`config.mk`:
```
export PLATFORM = sky130hd
export DESIGN_NAME = vga_pattern_scheduler_flat
export DESIGN_NICKNAME = d
export VERILOG_FILES = /design/src/rtl/vga_sched_pkg.sv /design/src/rtl/vga_pattern_scheduler_if.sv /design/src/rtl/vga_btn_debounce.sv /design/src/rtl/vga_pattern_scheduler.sv /design/src/flat_wrapper.sv
export SDC_FILE = /design/constraint.sdc
export NUM_CORES = 1
export LEC_CHECK = 0
export CORE_MARGIN = 2
export CORE_UTILIZATION = 40
export CTS_CLUSTER_SIZE = 24
export DETAILED_ROUTE_END_ITERATION = 16
export GPL_TIMING_DRIVEN = 0
export PLACE_DENSITY_LB_ADDON = 0.3
export SLEW_MARGIN = 20
export SYNTH_ARGS = -nofsm -noshare
export SYNTH_HDL_FRONTEND = slang
export SYNTH_SLANG_ARGS = --single-unit
```
`constraint.sdc`:
```
create_clock -name clock -period 3.4 [get_ports clock]
set_clock_uncertainty 0.2 [all_clocks]
set_input_delay 0.68 -clock clock [delete_from_list [all_inputs] [get_ports clock]]
set_output_delay 0.68 -clock clock [all_outputs]
set_load 0.005 [all_outputs]
```
`src/rtl/vga_sched_pkg.sv`:
```
// Shared types and constants for the VGA test-pattern scheduler.
package vga_sched_pkg;

    localparam int unsigned NUM_PATTERNS = 4;
    localparam int unsigned PAT_W        = 2;

    typedef logic [PAT_W-1:0] pattern_t;

    localparam pattern_t PAT_HBARS = 2'd0;
    localparam pattern_t PAT_VBARS = 2'd1;
    localparam pattern_t PAT_XOR   = 2'd2;
    localparam pattern_t PAT_XNOR  = 2'd3;

    typedef enum logic [1:0] {
        ST_MANUAL,
        ST_MANUAL_PEND,
        ST_AUTO,
        ST_AUTO_PEND
    } sched_state_e;

    // Active-low one-hot status LEDs for a pattern code.
    function automatic logic [NUM_PATTERNS-1:0] led_decode(input pattern_t pat);
        return ~(NUM_PATTERNS'(1) << pat);
    endfunction

endpackage

```
`src/rtl/vga_pattern_scheduler_if.sv`:
```
// Board-switch / button inputs and pattern-mux outputs of the scheduler.
interface vga_pattern_scheduler_if;
    import vga_sched_pkg::*;

    logic                    frame_start;
    logic                    auto_en;
    pattern_t                manual_sel;
    logic                    btn_next;
    pattern_t                pattern_sel;
    logic                    mode_changed;
    logic [NUM_PATTERNS-1:0] leds;

    modport master (
        output frame_start, auto_en, manual_sel, btn_next,
        input  pattern_sel, mode_changed, leds
    );

    modport slave (
        input  frame_start, auto_en, manual_sel, btn_next,
        output pattern_sel, mode_changed, leds
    );
endinterface

```
`src/rtl/vga_btn_debounce.sv`:
```
// Pushbutton conditioner: 2-flop synchroniser, stability counter and
// a one-cycle pulse on each accepted rising level.
module vga_btn_debounce #(
    parameter int unsigned DEBOUNCE_CYCLES = 500000
) (
    input  logic clock,
    input  logic reset,
    input  logic btn_raw,
    output logic press
);

    localparam int unsigned CNT_W = (DEBOUNCE_CYCLES > 1) ? $clog2(DEBOUNCE_CYCLES) : 1;

    logic             sync_q1;
    logic             sync_q2;
    logic             level_q;
    logic             level_prev_q;
    logic [CNT_W-1:0] cnt_q;

    // Level flips only after DEBOUNCE_CYCLES consecutive differing samples.
    always_ff @(posedge clock) begin
        if (reset) begin
            sync_q1      <= 1'b0;
            sync_q2      <= 1'b0;
            level_q      <= 1'b0;
            level_prev_q <= 1'b0;
            cnt_q        <= '0;
            press        <= 1'b0;
        end else begin
            sync_q1      <= btn_raw;
            sync_q2      <= sync_q1;
            level_prev_q <= level_q;
            press        <= level_q & ~level_prev_q;
            if (sync_q2 != level_q) begin
                if (cnt_q == CNT_W'(DEBOUNCE_CYCLES - 1)) begin
                    level_q <= ~level_q;
                    cnt_q   <= '0;
                end else begin
                    cnt_q <= cnt_q + CNT_W'(1);
                end
            end else begin
                cnt_q <= '0;
            end
        end
    end

endmodule

```
`src/rtl/vga_pattern_scheduler.sv`:
```
// Frame-synchronous selector of the VGA test pattern: manual switches or
// auto cycling with a skip button, changes applied only at frame_start.
module vga_pattern_scheduler
    import vga_sched_pkg::*;
#(
    parameter int unsigned HOLD_FRAMES     = 120,
    parameter int unsigned DEBOUNCE_CYCLES = 500000
) (
    input  logic                    clock,
    input  logic                    reset,
    vga_pattern_scheduler_if.slave  bus
);

    localparam int unsigned CNT_W = (HOLD_FRAMES > 1) ? $clog2(HOLD_FRAMES) : 1;

    sched_state_e            state_q, state_d;
    pattern_t                pattern_q, pattern_d;
    logic [CNT_W-1:0]        hold_cnt_q, hold_cnt_d;
    logic                    mode_changed_q, mode_changed_d;
    logic [NUM_PATTERNS-1:0] leds_q;
    logic                    press;
    logic                    hold_expired;
    logic                    manual_diff;

    vga_btn_debounce #(
        .DEBOUNCE_CYCLES(DEBOUNCE_CYCLES)
    ) u_btn (
        .clock  (clock),
        .reset  (reset),
        .btn_raw(bus.btn_next),
        .press  (press)
    );

    assign hold_expired = (hold_cnt_q == CNT_W'(HOLD_FRAMES - 1));
    assign manual_diff  = (bus.manual_sel != pattern_q);

    always_ff @(posedge clock) begin
        if (reset) begin
            state_q        <= ST_MANUAL;
            pattern_q      <= PAT_HBARS;
            hold_cnt_q     <= '0;
            mode_changed_q <= 1'b0;
            leds_q         <= led_decode(PAT_HBARS);
        end else begin
            state_q        <= state_d;
            pattern_q      <= pattern_d;
            hold_cnt_q     <= hold_cnt_d;
            mode_changed_q <= mode_changed_d;
            leds_q         <= led_decode(pattern_d);
        end
    end

    // Next state; a mode switch always wins over a same-cycle frame_start.
    always_comb begin
        state_d        = state_q;
        pattern_d      = pattern_q;
        hold_cnt_d     = hold_cnt_q;
        mode_changed_d = 1'b0;

        case (state_q)
            ST_MANUAL, ST_MANUAL_PEND: begin
                hold_cnt_d = '0;
                if (bus.auto_en) begin
                    state_d = ST_AUTO;
                end else if (manual_diff) begin
                    if (bus.frame_start) begin
                        pattern_d      = bus.manual_sel;
                        mode_changed_d = 1'b1;
                        state_d        = ST_MANUAL;
                    end else begin
                        state_d = ST_MANUAL_PEND;
                    end
                end else begin
                    state_d = ST_MANUAL;
                end
            end

            ST_AUTO, ST_AUTO_PEND: begin
                if (!bus.auto_en) begin
                    state_d    = ST_MANUAL;
                    hold_cnt_d = '0;
                end else if (bus.frame_start) begin
                    // Pending skip and hold expiry collapse into one advance.
                    if (state_q == ST_AUTO_PEND || hold_expired) begin
                        pattern_d      = pattern_q + PAT_W'(1);
                        hold_cnt_d     = '0;
                        mode_changed_d = 1'b1;
                        state_d        = ST_AUTO;
                    end else begin
                        hold_cnt_d = hold_cnt_q + CNT_W'(1);
                        state_d    = press ? ST_AUTO_PEND : ST_AUTO;
                    end
                end else if (press) begin
                    state_d = ST_AUTO_PEND;
                end
            end

            default: state_d = ST_MANUAL;
        endcase
    end

    assign bus.pattern_sel  = pattern_q;
    assign bus.mode_changed = mode_changed_q;
    assign bus.leds         = leds_q;

endmodule

```
`src/flat_wrapper.sv`:
```
// flat-port wrapper written by rule: the top's interface ports become plain ports
module vga_pattern_scheduler_flat import vga_sched_pkg::*;
#(
    parameter int unsigned HOLD_FRAMES     = 120,
    parameter int unsigned DEBOUNCE_CYCLES = 500000
)
  (clock, reset, bus_frame_start, bus_auto_en, bus_manual_sel, bus_btn_next, bus_pattern_sel, bus_mode_changed, bus_leds);
  vga_pattern_scheduler_if bus_i ();
  input  logic clock;
  input  logic reset;
  input wire logic [$bits(bus_i.frame_start)-1:0] bus_frame_start;
  input wire logic [$bits(bus_i.auto_en)-1:0] bus_auto_en;
  input wire logic [$bits(bus_i.manual_sel)-1:0] bus_manual_sel;
  input wire logic [$bits(bus_i.btn_next)-1:0] bus_btn_next;
  output wire logic [$bits(bus_i.pattern_sel)-1:0] bus_pattern_sel;
  output wire logic [$bits(bus_i.mode_changed)-1:0] bus_mode_changed;
  output wire logic [$bits(bus_i.leds)-1:0] bus_leds;
  assign bus_i.frame_start = bus_frame_start;
  assign bus_i.auto_en = bus_auto_en;
  assign bus_i.manual_sel = bus_manual_sel;
  assign bus_i.btn_next = bus_btn_next;
  assign bus_pattern_sel = bus_i.pattern_sel;
  assign bus_mode_changed = bus_i.mode_changed;
  assign bus_leds = bus_i.leds;
  vga_pattern_scheduler #(.HOLD_FRAMES(HOLD_FRAMES), .DEBOUNCE_CYCLES(DEBOUNCE_CYCLES)) u_core (.clock(clock), .reset(reset), .bus(bus_i));
endmodule
```
==> report_table.html <==
<table>
<tr><th>Metric</th><th>Value</th></tr>
<tr><th colspan="2">Run status</th></tr>
<tr><td>Status</td><td>finished clean</td></tr>
<tr><th colspan="2">GRT</th></tr>
<tr><td>Antenna violations before repair</td><td>0</td></tr>
<tr><td>Global routing usage summed across all routing layers</td><td>15.4%</td></tr>
<tr><td>Overall overflow remaining after global route</td><td>0</td></tr>
<tr><td>Vias in the first global route</td><td>1,455</td></tr>
<tr><td>First-pass GRT wire length</td><td>6.47 mm</td></tr>
<tr><td>Largest net degree at the start of global routing</td><td>13</td></tr>
<tr><th colspan="2">Clock network</th></tr>
<tr><td>Number of buffers on the longest clock path</td><td>2</td></tr>
<tr><td>TritonCTS clock tree</td><td>built</td></tr>
<tr><td>Insertion delay to the later sink of the worst-skew pair</td><td>290 ps</td></tr>
<tr><td>CTS Sinks</td><td>40</td></tr>
<tr><td>Root cell of the clock tree</td><td>sky130_fd_sc_hd__clkbuf_8</td></tr>
<tr><td>Setup Buffers After CTS</td><td>0</td></tr>
<tr><td>H-tree depth</td><td>2</td></tr>
<tr><td>Clk slew on worst S/H paths</td><td>80 ps</td></tr>
<tr><td>Gates resized, CTS repair</td><td>0</td></tr>
<tr><td>Count of hold buffers inserted by post-cts repair</td><td>0</td></tr>
<tr><td>CTS buffer count</td><td>5</td></tr>
<tr><th colspan="2">Yosys</th></tr>
<tr><td>Number of enable flip-flop cells after synthesis</td><td>0</td></tr>
<tr><td>Async set-reset flop share out of synthesis</td><td>0%</td></tr>
<tr><td>Synthesized instance count</td><td>220</td></tr>
<tr><td>Syn nets</td><td>229</td></tr>
<tr><td>#FFs+latches synth</td><td>40</td></tr>
<tr><td>Number of warnings printed during yosys synthesis</td><td>0</td></tr>
<tr><td>Synth cell types</td><td>46</td></tr>
<tr><td>Primary flip-flop cell chosen by synthesis mapping</td><td>sky130_fd_sc_hd__dfxtp_1</td></tr>
<tr><td>Cell area after synthesis</td><td>0.00192 sq mm</td></tr>
<tr><td>Post-synthesis average cell area</td><td>8.71 sq um</td></tr>
<tr><td>Portion of the post-synthesis area used by sequential elements</td><td>41.8%</td></tr>
<tr><th colspan="2">Power and ir drop</th></tr>
<tr><td>Switching power</td><td>0.000207 W</td></tr>
<tr><td>Flop pwr share</td><td>56.0%</td></tr>
<tr><td>Share of total power consumed by net switching</td><td>24.0%</td></tr>
<tr><td>Share of power burned in the clock network</td><td>35.3%</td></tr>
<tr><td>Maximum vdd ir drop</td><td>0.199 mV</td></tr>
<tr><td>Comb power frac</td><td>8.7%</td></tr>
<tr><td>Static Leak</td><td>0.734 nW</td></tr>
<tr><td>Cell-internal power</td><td>0.000654 W</td></tr>
<tr><td>Power Density</td><td>392 mW/mm^2</td></tr>
<tr><td>Total power draw</td><td>0.000860 W</td></tr>
<tr><th colspan="2">Place</th></tr>
<tr><td>Final weighted congestion in routability-driven placement</td><td>0.786</td></tr>
<tr><td>Number of port buffers</td><td>13</td></tr>
<tr><td>Number of placed cells counting well taps</td><td>287</td></tr>
<tr><td>HPWL after DPL</td><td>2.62 mm</td></tr>
<tr><td>Placement-stage cell area</td><td>0.00211 sq mm</td></tr>
<tr><th colspan="2">Worst hold path</th></tr>
<tr><td>Number of cells on the worst hold path</td><td>1</td></tr>
<tr><td>HP Class</td><td>register to register</td></tr>
<tr><th colspan="2">Final layout</th></tr>
<tr><td>Diodes inserted</td><td>0</td></tr>
<tr><td>Post-route standard cell area excluding fillers</td><td>0.00219 sq mm</td></tr>
<tr><td>Number of nets in the layout</td><td>249</td></tr>
<tr><td>Layout Area Growth over Synthesis</td><td>14.6%</td></tr>
<tr><td>Fill count</td><td>469</td></tr>
<tr><td>Share of post-route cells with drive strength above 1</td><td>7.08%</td></tr>
<tr><td>Final cell count without fillers</td><td>294</td></tr>
<tr><th colspan="2">Critical path</th></tr>
<tr><td>Worst Setup Path Type</td><td>input pin to register</td></tr>
<tr><td>Max stage delay on crit path</td><td>560 ps</td></tr>
<tr><td>R2R depth</td><td>4</td></tr>
<tr><td>Cell with the largest stage delay on the worst path</td><td>sky130_fd_sc_hd__a31oi_1</td></tr>
<tr><td>Worst path most repeated cell</td><td>sky130_fd_sc_hd__a31oi_1</td></tr>
<tr><td>Cell-by-cell listing of the critical path</td><td>clkdlybuf4s50_1 &gt; buf_2 &gt; nand3b_1 &gt; a31oi_1 &gt; a31oi_1 &gt; a311oi_1</td></tr>
<tr><td>Crit Path Max Fanout</td><td>10</td></tr>
<tr><td>Kind of capture point of the worst setup path</td><td>register</td></tr>
<tr><td>Critical path data arrival time</td><td>2490 ps</td></tr>
<tr><td>Required time reported for the critical path endpoint</td><td>3410 ps</td></tr>
<tr><td>Kind of start point of the critical path</td><td>input pin</td></tr>
<tr><th colspan="2">STA</th></tr>
<tr><td>Worst hold slack after final layout</td><td>180 ps</td></tr>
<tr><td>Portion of the clock cycle consumed by the worst path in the final layout</td><td>72.9%</td></tr>
<tr><td>Setup TNS after final layout</td><td>0 ps</td></tr>
<tr><td>Final Max Tran Viols</td><td>0</td></tr>
<tr><td>RSZ-0062 raised after global routing</td><td>no</td></tr>
<tr><td>Measured slew at the worst slew-check pin</td><td>715 ps</td></tr>
<tr><td>Worst max-slew margin expressed relative to the limit</td><td>52.1%</td></tr>
<tr><td>Number of failing hold endpoints at the final stage</td><td>0</td></tr>
<tr><td>Max Freq</td><td>403 MHz</td></tr>
<tr><td>Period minus WS final</td><td>2480 ps</td></tr>
<tr><td>Final-report setup violation count</td><td>0</td></tr>
<tr><th colspan="2">Floorplan</th></tr>
<tr><td>Die Span Y</td><td>73.2 um</td></tr>
<tr><td>Initial core utilization</td><td>41.1%</td></tr>
<tr><td>Row cnt</td><td>25</td></tr>
<tr><td>Area enclosed by the die boundary</td><td>0.00536 sq mm</td></tr>
<tr><td>Ports</td><td>14</td></tr>
<tr><td>Die X</td><td>73.2 um</td></tr>
<tr><td>Placeable core region</td><td>0.00466 sq mm</td></tr>
<tr><th colspan="2">Detailed routing</th></tr>
<tr><td>DRC Markers</td><td>0</td></tr>
<tr><td>Overall routed net length</td><td>3.68 mm</td></tr>
<tr><td>Routed via count divided by cell count</td><td>5.36</td></tr>
<tr><td>Wirelength per Cell</td><td>12.5 um</td></tr>
<tr><td>Via count</td><td>1,576</td></tr>
<tr><td>Number of antenna-violating nets in the routed design</td><td>0</td></tr>
<tr><td>Detailed Route Iter0 Violations</td><td>70</td></tr>
<tr><td>DRT Pass-1 Iters</td><td>4</td></tr>
<tr><th colspan="2">Run</th></tr>
<tr><td>Number of violations of the max-capacitance limit</td><td>0</td></tr>
</table>
## cells in the final DEF (no fill, tap or decap), types with 2 or more instances in the layout
| cell type | netlist | layout |
|---|---|---|
| sky130_fd_sc_hd__nor3_1 | 6 | 6 |
| sky130_fd_sc_hd__and2_1 | 4 | 4 |
| sky130_fd_sc_hd__or4_1 | 4 | 4 |
| sky130_fd_sc_hd__nand3_1 | 12 | 12 |
| sky130_fd_sc_hd__and4_1 | 5 | 5 |
| sky130_fd_sc_hd__and3_1 | 4 | 4 |
| sky130_fd_sc_hd__o31ai_1 | 3 | 3 |
| sky130_fd_sc_hd__and3b_1 | 3 | 3 |
| sky130_fd_sc_hd__a31oi_1 | 5 | 5 |
| sky130_fd_sc_hd__clkbuf_8 | 0 | 5 |
| sky130_fd_sc_hd__dfxtp_1 | 40 | 40 |
| sky130_fd_sc_hd__xor2_1 | 13 | 13 |
| sky130_fd_sc_hd__nor2b_1 | 6 | 6 |
| sky130_fd_sc_hd__xnor2_1 | 3 | 3 |
| sky130_fd_sc_hd__or2_2 | 2 | 2 |
| sky130_fd_sc_hd__nand4_1 | 4 | 4 |
| sky130_fd_sc_hd__clkbuf_1 | 7 | 7 |
| sky130_fd_sc_hd__inv_1 | 6 | 6 |
| sky130_fd_sc_hd__nand2b_1 | 3 | 3 |
| sky130_fd_sc_hd__o21ai_0 | 6 | 6 |
| sky130_fd_sc_hd__clkdlybuf4s50_1 | 0 | 13 |
| sky130_fd_sc_hd__nand3b_1 | 6 | 6 |
| sky130_fd_sc_hd__nor2_1 | 19 | 19 |
| sky130_fd_sc_hd__mux2i_1 | 2 | 2 |
| sky130_fd_sc_hd__a21oi_1 | 14 | 14 |
| sky130_fd_sc_hd__a311oi_1 | 2 | 2 |
| sky130_fd_sc_hd__nand2_1 | 14 | 14 |
| sky130_fd_sc_hd__ha_1 | 2 | 2 |
| sky130_fd_sc_hd__o211ai_1 | 2 | 2 |
| sky130_fd_sc_hd__o21a_1 | 2 | 2 |
| sky130_fd_sc_hd__buf_2 | 4 | 4 |
## routing by layer
metal  GRT usage (%)  up-vias  part of all wire [%]
met5               0        -                     0
met4            6.79        0                   1.7
met3            3.87        7                   3.6
met2            25.5       26                    47
met1            18.7      715                    48
li1                -      828                     -
## synthesized netlist by cell type (all sizes together), types with 4 or more instances
cell type / instances / area (sq um)
and2: 4 / 25.0
dfxtp: 40 / 801
nand2: 14 / 52.6
a31oi: 5 / 31.3
inv: 6 / 22.5
nand4: 4 / 25.0
nor2: 19 / 71.3
clkbuf: 7 / 26.3
xor2: 13 / 114
nor2b: 6 / 37.5
nor3: 6 / 30.0
or4: 4 / 30.0
a21oi: 14 / 70.1
buf: 4 / 20.0
and3: 4 / 25.0
nand3b: 6 / 45.0
and4: 5 / 43.8
o21ai: 6 / 30.0
nand3: 12 / 60.1
## worst paths after layout
| kind | slack, ps | endpoint | start |
|---|---|---|---|
| max | 920 | u_core.hold_cnt_q[5] | bus_auto_en |
| min | 180 | u_core.u_btn.press | u_core.u_btn.level_prev_q |
| max reg2reg | 1380 | u_core.bus.leds[1] | u_core.hold_cnt_q[4] |
| min reg2reg | 180 | u_core.u_btn.press | u_core.u_btn.level_prev_q |
## state kept, by name, indices dropped and copies added, names as in the netlist
| signal | flops |
|---|---|
| u_core.hold_cnt_q | 7 |
| u_core.u_btn.level_prev_q | 1 |
| u_core.u_btn.sync_q2 | 1 |
| u_core.u_btn.level_q | 1 |
| u_core.u_btn.cnt_q | 19 |
| u_core.u_btn.press | 1 |
| u_core.bus.mode_changed | 1 |
| u_core.bus.pattern_sel | 2 |
| u_core.u_btn.sync_q1 | 1 |
| u_core.state_q | 2 |
| u_core.bus.leds | 4 |
## stage by stage
step | setup slack, ps | utilization (%)
finish | 921 | 47.1
global placement | 635 | 45.3
detailed placement | 593 | 45.3
CTS | 935 | 47.1
global route | 659 | 47.1
floorplan | 1360 | -
## logic make-up (layout without fill, tap and decap cells)
family                     Yosys count  in the layout  synth area share, %
xor gates and xnor gates            16             16                 7.32
and+or+nand+nor                     99             99                 29.5
AOI/OAI and AO/OA                   43             43                 14.8
adders and majority gates            2              2                 1.31
buffers and inverters               17             37                 3.59
DFF                                 40             40                 41.8
muxes                                3              3                 1.63
## cell type report
cell class / instances / area [sq um] / area share, %
flip-flops and latches: 40 / 801 / 36.5
well taps: 54 / 67.6 / 3.08
inverters: 6 / 22.5 / 1.03
clock inverters: 2 / 12.5 / 0.570
plain buffers: 11 / 46.3 / 2.11
repair buffers: 13 / 130 / 5.93
multi-input cells: 163 / 1050 / 47.7
clock buffers: 5 / 68.8 / 3.14
## worst max-delay path: cells and delay by family
kind	cells	cell delay, ps
compound gates	3	970
buf+inv	2	720
simple gates	1	110
## power groups by stage
stage / registers, W / clock network (W) / logic [W]
6_report: 0.000482 / 0.000304 / 0.0000751
4_1_cts: 0.000482 / 0.000320 / 0.0000758
2_1_floorplan: 0.000493 / 0 / 0.0000434
3_3_place_gp: 0.000493 / 0 / 0.0000750
3_5_place_dp: 0.000493 / 0 / 0.0000755
5_1_grt: 0.000483 / 0.000337 / 0.0000842
Note: power is estimated with default switching activity, not from simulation.
